==> src/rtl/cp0_regs.sv <==
// Coprocessor-0 register file: BadVAddr, Count, Compare, Status, Cause, EPC,
// exception/eret bookkeeping and the Count/Compare timer interrupt.
module cp0_regs #(
  parameter int TICK_DIV = 2
) (
  input  logic        clk,
  input  logic        reset,
  input  logic        we,
  input  logic [4:0]  waddr,
  input  logic [31:0] wdata,
  input  logic [4:0]  raddr,
  output logic [31:0] rdata,
  input  logic        exc_valid,
  input  logic [4:0]  exc_code,
  input  logic [31:0] exc_pc,
  input  logic        exc_bd,
  input  logic [31:0] exc_badvaddr,
  input  logic        eret,
  input  logic [5:0]  hw_int,
  output logic [31:0] epc_out,
  output logic        exl_out,
  output logic        int_req
);

  logic [31:0] r_badvaddr, r_count, r_compare, r_epc;
  logic [7:0]  r_im;
  logic        r_exl, r_ie, r_bd, r_ti, r_phase;
  logic [5:0]  r_ip_hw;
  logic [1:0]  r_ip_sw;
  logic [4:0]  r_exccode;

  logic        w_wr_en, w_wr_count, w_wr_compare, w_tick, w_ti_nxt;
  logic [31:0] w_status, w_cause;

  // mtc0 loses to exception entry and eret in the same cycle
  assign w_wr_en      = we & ~exc_valid & ~eret;
  assign w_wr_count   = w_wr_en & (waddr == 5'd9);
  assign w_wr_compare = w_wr_en & (waddr == 5'd11);
  assign w_tick       = (TICK_DIV == 1) | r_phase;

  // Compare write beats a coincident Count==Compare match
  assign w_ti_nxt = w_wr_compare ? 1'b0 :
                    (r_count == r_compare) ? 1'b1 : r_ti;

  always_ff @(posedge clk or negedge reset) begin
    if (!reset) begin
      r_count   <= '0;
      r_phase   <= 1'b0;
      r_compare <= '0;
      r_ti      <= 1'b0;
      r_ip_hw   <= '0;
    end else begin
      r_ti    <= w_ti_nxt;
      r_ip_hw <= {hw_int[5] | w_ti_nxt, hw_int[4:0]};
      if (w_wr_count) begin
        r_count <= wdata;
        r_phase <= 1'b0;
      end else begin
        if (w_tick) r_count <= r_count + 32'd1;
        if (TICK_DIV == 2) r_phase <= ~r_phase;
      end
      if (w_wr_compare) r_compare <= wdata;
    end
  end

  always_ff @(posedge clk or negedge reset) begin
    if (!reset) begin
      r_badvaddr <= '0;
      r_epc      <= '0;
      r_im       <= '0;
      r_exl      <= 1'b0;
      r_ie       <= 1'b0;
      r_bd       <= 1'b0;
      r_ip_sw    <= '0;
      r_exccode  <= '0;
    end else if (exc_valid) begin
      r_exccode <= exc_code;
      r_exl     <= 1'b1;
      // nested exceptions keep the outermost return point
      if (!r_exl) begin
        r_epc <= exc_bd ? exc_pc - 32'd4 : exc_pc;
        r_bd  <= exc_bd;
      end
      if (exc_code == 5'd4 || exc_code == 5'd5) r_badvaddr <= exc_badvaddr;
    end else if (eret) begin
      r_exl <= 1'b0;
    end else if (we) begin
      case (waddr)
        5'd12: begin
          r_im  <= wdata[15:8];
          r_exl <= wdata[1];
          r_ie  <= wdata[0];
        end
        5'd13:   r_ip_sw <= wdata[9:8];
        5'd14:   r_epc   <= wdata;
        default: ;
      endcase
    end
  end

  assign w_status = {9'b0, 1'b1, 6'b0, r_im, 6'b0, r_exl, r_ie};
  assign w_cause  = {r_bd, r_ti, 14'b0, r_ip_hw, r_ip_sw, 1'b0, r_exccode, 2'b0};

  always_comb begin
    rdata = '0;
    case (raddr)
      5'd8:    rdata = r_badvaddr;
      5'd9:    rdata = r_count;
      5'd11:   rdata = r_compare;
      5'd12:   rdata = w_status;
      5'd13:   rdata = w_cause;
      5'd14:   rdata = r_epc;
      default: rdata = '0;
    endcase
  end

  assign epc_out = r_epc;
  assign exl_out = r_exl;
  assign int_req = r_ie & ~r_exl & (|({r_ip_hw, r_ip_sw} & r_im));

endmodule
==> config.mk <==
export PLATFORM = sky130hd
export DESIGN_NAME = cp0_regs
export DESIGN_NICKNAME = d
export VERILOG_FILES = /design/src/rtl/cp0_regs.sv
export SDC_FILE = /design/constraint.sdc
export NUM_CORES = 1
export LEC_CHECK = 0
export ABC_AREA = 1
export CAP_MARGIN = 40
export CORE_MARGIN = 2
export CORE_UTILIZATION = 29
export DETAILED_ROUTE_END_ITERATION = 10
export SYNTH_ARGS = -nofsm -noshare
export SYNTH_HDL_FRONTEND = slang
export SYNTH_SLANG_ARGS = --single-unit
==> constraint.sdc <==
create_clock -name clk -period 2.8 [get_ports clk]
set_input_delay 0.7 -clock clk [delete_from_list [all_inputs] [get_ports clk]]
set_output_delay 0.7 -clock clk [all_outputs]
set_load 0.05 [all_outputs]
==> implementation parameters <==
Parameter                              Value

Routing
  Via density per instance    5.022
  Violation count after the first detailed-routing iteration    842
  Remaining antenna violation count after routing    0
  Drt wl/cell    19.03 um
  Via Count    9196
  Iteration count of the initial detailed-routing pass    5
  DRC violations left    0
  Final routed wirelength across all metal layers    34.85 mm

CTS
  CTS tree    yes
  Clock Sink Count    154
  Maximum root-to-sink buffer count    2
  Hold bufs inserted after CTS    0
  H-tree level count    4
  Clock transition time at the flip-flop clock pins of the worst setup and hold paths    70 ps
  Clk_lat worst skew    430 ps
  Root buffer cell    sky130_fd_sc_hd__clkbuf_16
  Total clock buffers created by CTS    17

Critical path
  Critical R2R Launch    r_count[0]
  Arrival @ worst endpoint    2020 ps
  Number of cell instances on the worst register-to-register path    9
  Kind of start point of the critical path    input port
  Worst Setup End Kind    primary output
  Class of the most critical setup path    input port to primary output
  Reg2Reg Capture Point    r_count[24]
  Setup slack of the worst register-to-register path    730 ps
  Largest driver fanout on the critical path    4
  Crit path required time    2100 ps

Synth
  Seq/Total Area, Yosys    41.62%
  Library cell occupying the most area in the post-synthesis netlist    sky130_fd_sc_hd__dfrtp_1
  Average cell area after synthesis    7.691 um^2
  Number of warnings reported in the yosys synthesis log    0
  Asr flop ratio synth    100.0%
  Cell Area, Synth    9260 um^2
  Post-synthesis instance total    1204
  EDFF count, synth    0
  Flops & latches, synth    154
  Top post-synthesis cells by area    sky130_fd_sc_hd__dfrtp_1 (42%), sky130_fd_sc_hd__nand2_1 (12%), sky130_fd_sc_hd__inv_1 (5.6%), sky130_fd_sc_hd__o21ai_0 (4.3%), sky130_fd_sc_hd__nor2_1 (4.0%)
  Area share of the leading cell type in the synthesized netlist    41.62%
  Number of distinct library cells after synthesis    45
  Mapped Nets    1329
  Primary FF master, synth    sky130_fd_sc_hd__dfrtp_1

Placement
  Pre-CTS worst setup slack    -399.4 ps
  Placed cell areas    12210 um^2
  Final weighted congestion in routability-driven placement    0.9449
  Port Buffer Count    188
  HPWL Detailed    27.76 mm

Floorplan
  Die span in x    182.7 um
  Die Y-Extent    182.7 um
  Std cell rows    65
  Initial Utilization    29.42%
  Core area    31470 um^2
  Die ar.    33380 um^2
  Total I/O pin count    189

Flow run
  Maximum Capacitance Violations    0

Global routing
  First-pass GRT wire length    53.68 mm
  Total GRT Usage    21.29%
  Via count of the first global-routing pass    9004
  Maximum number of pins on one net before global-route repair    52
  Leftover overflow at the end of global routing    0
  Number of antenna violations at the first check in global routing    1

Cells and area
  Core utilization of the finished layout    41.52%
  Area used by multi-input combinational logic    4766 um^2
  Fin nets    1540
  Most frequent standard cell in the layout excluding fill and tap cells    sky130_fd_sc_hd__nand2_1
  Post-route standard cell area excluding fillers    13070 um^2
  Share of final-layout standard cells stronger than drive strength 1    16.04%
  Combined flip-flop and latch cell area    3854 um^2
  Count of filler cells inserted in the layout    3123
  Area added between synthesis and finish    41.12%
  Top library cells by usage in the layout, fill and taps aside    sky130_fd_sc_hd__nand2_1 (308), sky130_fd_sc_hd__dfrtp_1 (154), sky130_fd_sc_hd__clkdlybuf4s50_1 (149)

STA
  Final Worst Setup Slack    84.74 ps
  Time the worst path needs with I/O delays and setup    2715 ps
  Slew Viols, Final    0
  Final number of hold-violating endpoints    0
  Final sum of negative setup slack    0 ps
  Ratio of final minimum period to clock period    96.97%
  Least-Margin Pin Slew    813.4 ps
  Final Setup Violations    0
  Remaining max-slew budget at the tightest pin    45.69%
  Fmax    0.3683 GHz
  Final worst clock skew    9.928 ps

Pwr
  Clock network power share    31.8%
  Cell Pwr Density    588.6 nW/um^2
  Net switching share of the total power    35.45%
  Combinational group share of total power    28.0%
  Share of power burned in registers    40.2%
  Maximum vdd ir drop    452.5 uV
  Internal power    0.004965 W
  Standby leakage power    5.767 nW
  Net switching power figure    0.002727 W

Min path
  Class of the most critical hold timing path    input port to asynchronous set/reset pin

Status
  Status    completed
## cells in the mapped netlist, types with 7 or more instances
master                     instances
sky130_fd_sc_hd__buf_2            13
sky130_fd_sc_hd__mux2_2           32
sky130_fd_sc_hd__xnor2_1          20
sky130_fd_sc_hd__o22ai_1          15
sky130_fd_sc_hd__nor2_1           98
sky130_fd_sc_hd__a221oi_1          8
sky130_fd_sc_hd__inv_1           137
sky130_fd_sc_hd__nand3_1          63
sky130_fd_sc_hd__nand2_1         308
sky130_fd_sc_hd__or2_2             9
sky130_fd_sc_hd__nand4_1          19
sky130_fd_sc_hd__o211ai_1         22
sky130_fd_sc_hd__dfrtp_1         154
sky130_fd_sc_hd__clkbuf_1         25
sky130_fd_sc_hd__a21oi_1          47
sky130_fd_sc_hd__a22oi_1          24
sky130_fd_sc_hd__nor3_1           15
sky130_fd_sc_hd__o221ai_1         14
sky130_fd_sc_hd__nor2_4            7
sky130_fd_sc_hd__xor2_1           28
sky130_fd_sc_hd__o21ai_0          80
## critical path: stages
cell and delay, ps:
sky130_fd_sc_hd__buf_6 100, sky130_fd_sc_hd__buf_6 110, sky130_fd_sc_hd__nand4_1 130, sky130_fd_sc_hd__inv_2 70
sky130_fd_sc_hd__buf_12 140, sky130_fd_sc_hd__buf_4 140, sky130_fd_sc_hd__buf_4 130, sky130_fd_sc_hd__a21oi_1 140
sky130_fd_sc_hd__o211ai_1 160, sky130_fd_sc_hd__buf_12 190
## power groups by stage
stage                     Sequential (W)  Combinational [W]  Clock (W)
after floorplan                  0.00318            0.00110          0
after global placement           0.00311            0.00210          0
after detailed placement         0.00310            0.00213          0
after CTS                        0.00308            0.00216    0.00247
after global routing             0.00314            0.00235    0.00258
final                            0.00309            0.00216    0.00244
## state kept, by name, summed over array words and instances (netlist names)
name        cells
epc_out        32
r_badvaddr     32
r_compare      32
r_count        32
r_im            8
r_ip_hw         6
r_exccode       5
r_ip_sw         2
exl_out         1
r_bd            1
r_ie            1
r_phase         1
r_ti            1
## worst max-delay path by stage
| stage | from | to | slack, ps | depth (start not counted) |
|---|---|---|---|---|
| after floorplan | raddr[3] | rdata[12] | 20 | 7 |
| after global placement | raddr[2] | rdata[9] | -320 | 11 |
| after detailed placement | raddr[2] | rdata[9] | -400 | 11 |
| after CTS | raddr[4] | rdata[20] | -10 | 8 |
| after global routing | raddr[3] | rdata[7] | -9 | 11 |
| final | raddr[0] | rdata[4] | 80 | 10 |
## area by class of cell
cell class | instances | area share [%]
tap | 402 | 3.849
inverter | 145 | 4.203
multi-input combinational | 856 | 36.47
sequential | 154 | 29.49
antenna | 1 | 0.01915
timing repair buffer | 241 | 21.20
clock inverter | 10 | 0.9862
clock buffer | 22 | 3.782
## timing repair
item | 4_1_cts | 5_1_grt
endpoints found under the setup margin | 32 | 30
pin swaps | 9 | 9
gates cloned | 1 | 0
setup buffers | 6 | 3
resized for setup | 42 | 18
## through the flow
stage / hold WS, ps / power, W / instances
after global placement: 469.2 / 0.005202 / 1791
after global routing: 240.5 / 0.008068 / 1831
final: 206.3 / 0.007692 / 1831
after detailed placement: 474.9 / 0.005229 / 1791
after CTS: 227.1 / 0.007701 / 1828
after floorplan: 404.4 / 0.004277 / 1204
## routing by layer
metal	GRT usage (%)	wire length (um)	vias to the layer above
met5	0	0	-
met4	7.645	1103	0
met3	2.993	2192	50
met2	32.79	15650	361
met1	30.44	15900	4370
li1	-	-	4415
## kinds of logic after synthesis
| family | after synthesis | share of synthesized area [%] |
|---|---|---|
| and+or+nand+nor | 544 | 25.89 |
| AOI/OAI and AO/OA | 230 | 15.32 |
| muxes | 32 | 3.891 |
| DFF | 154 | 41.62 |
| adders and majority gates | 2 | 0.2702 |
| buffers and inverters | 194 | 8.472 |
| xor gates and xnor gates | 48 | 4.540 |
(Power assumes the default switching activity.)
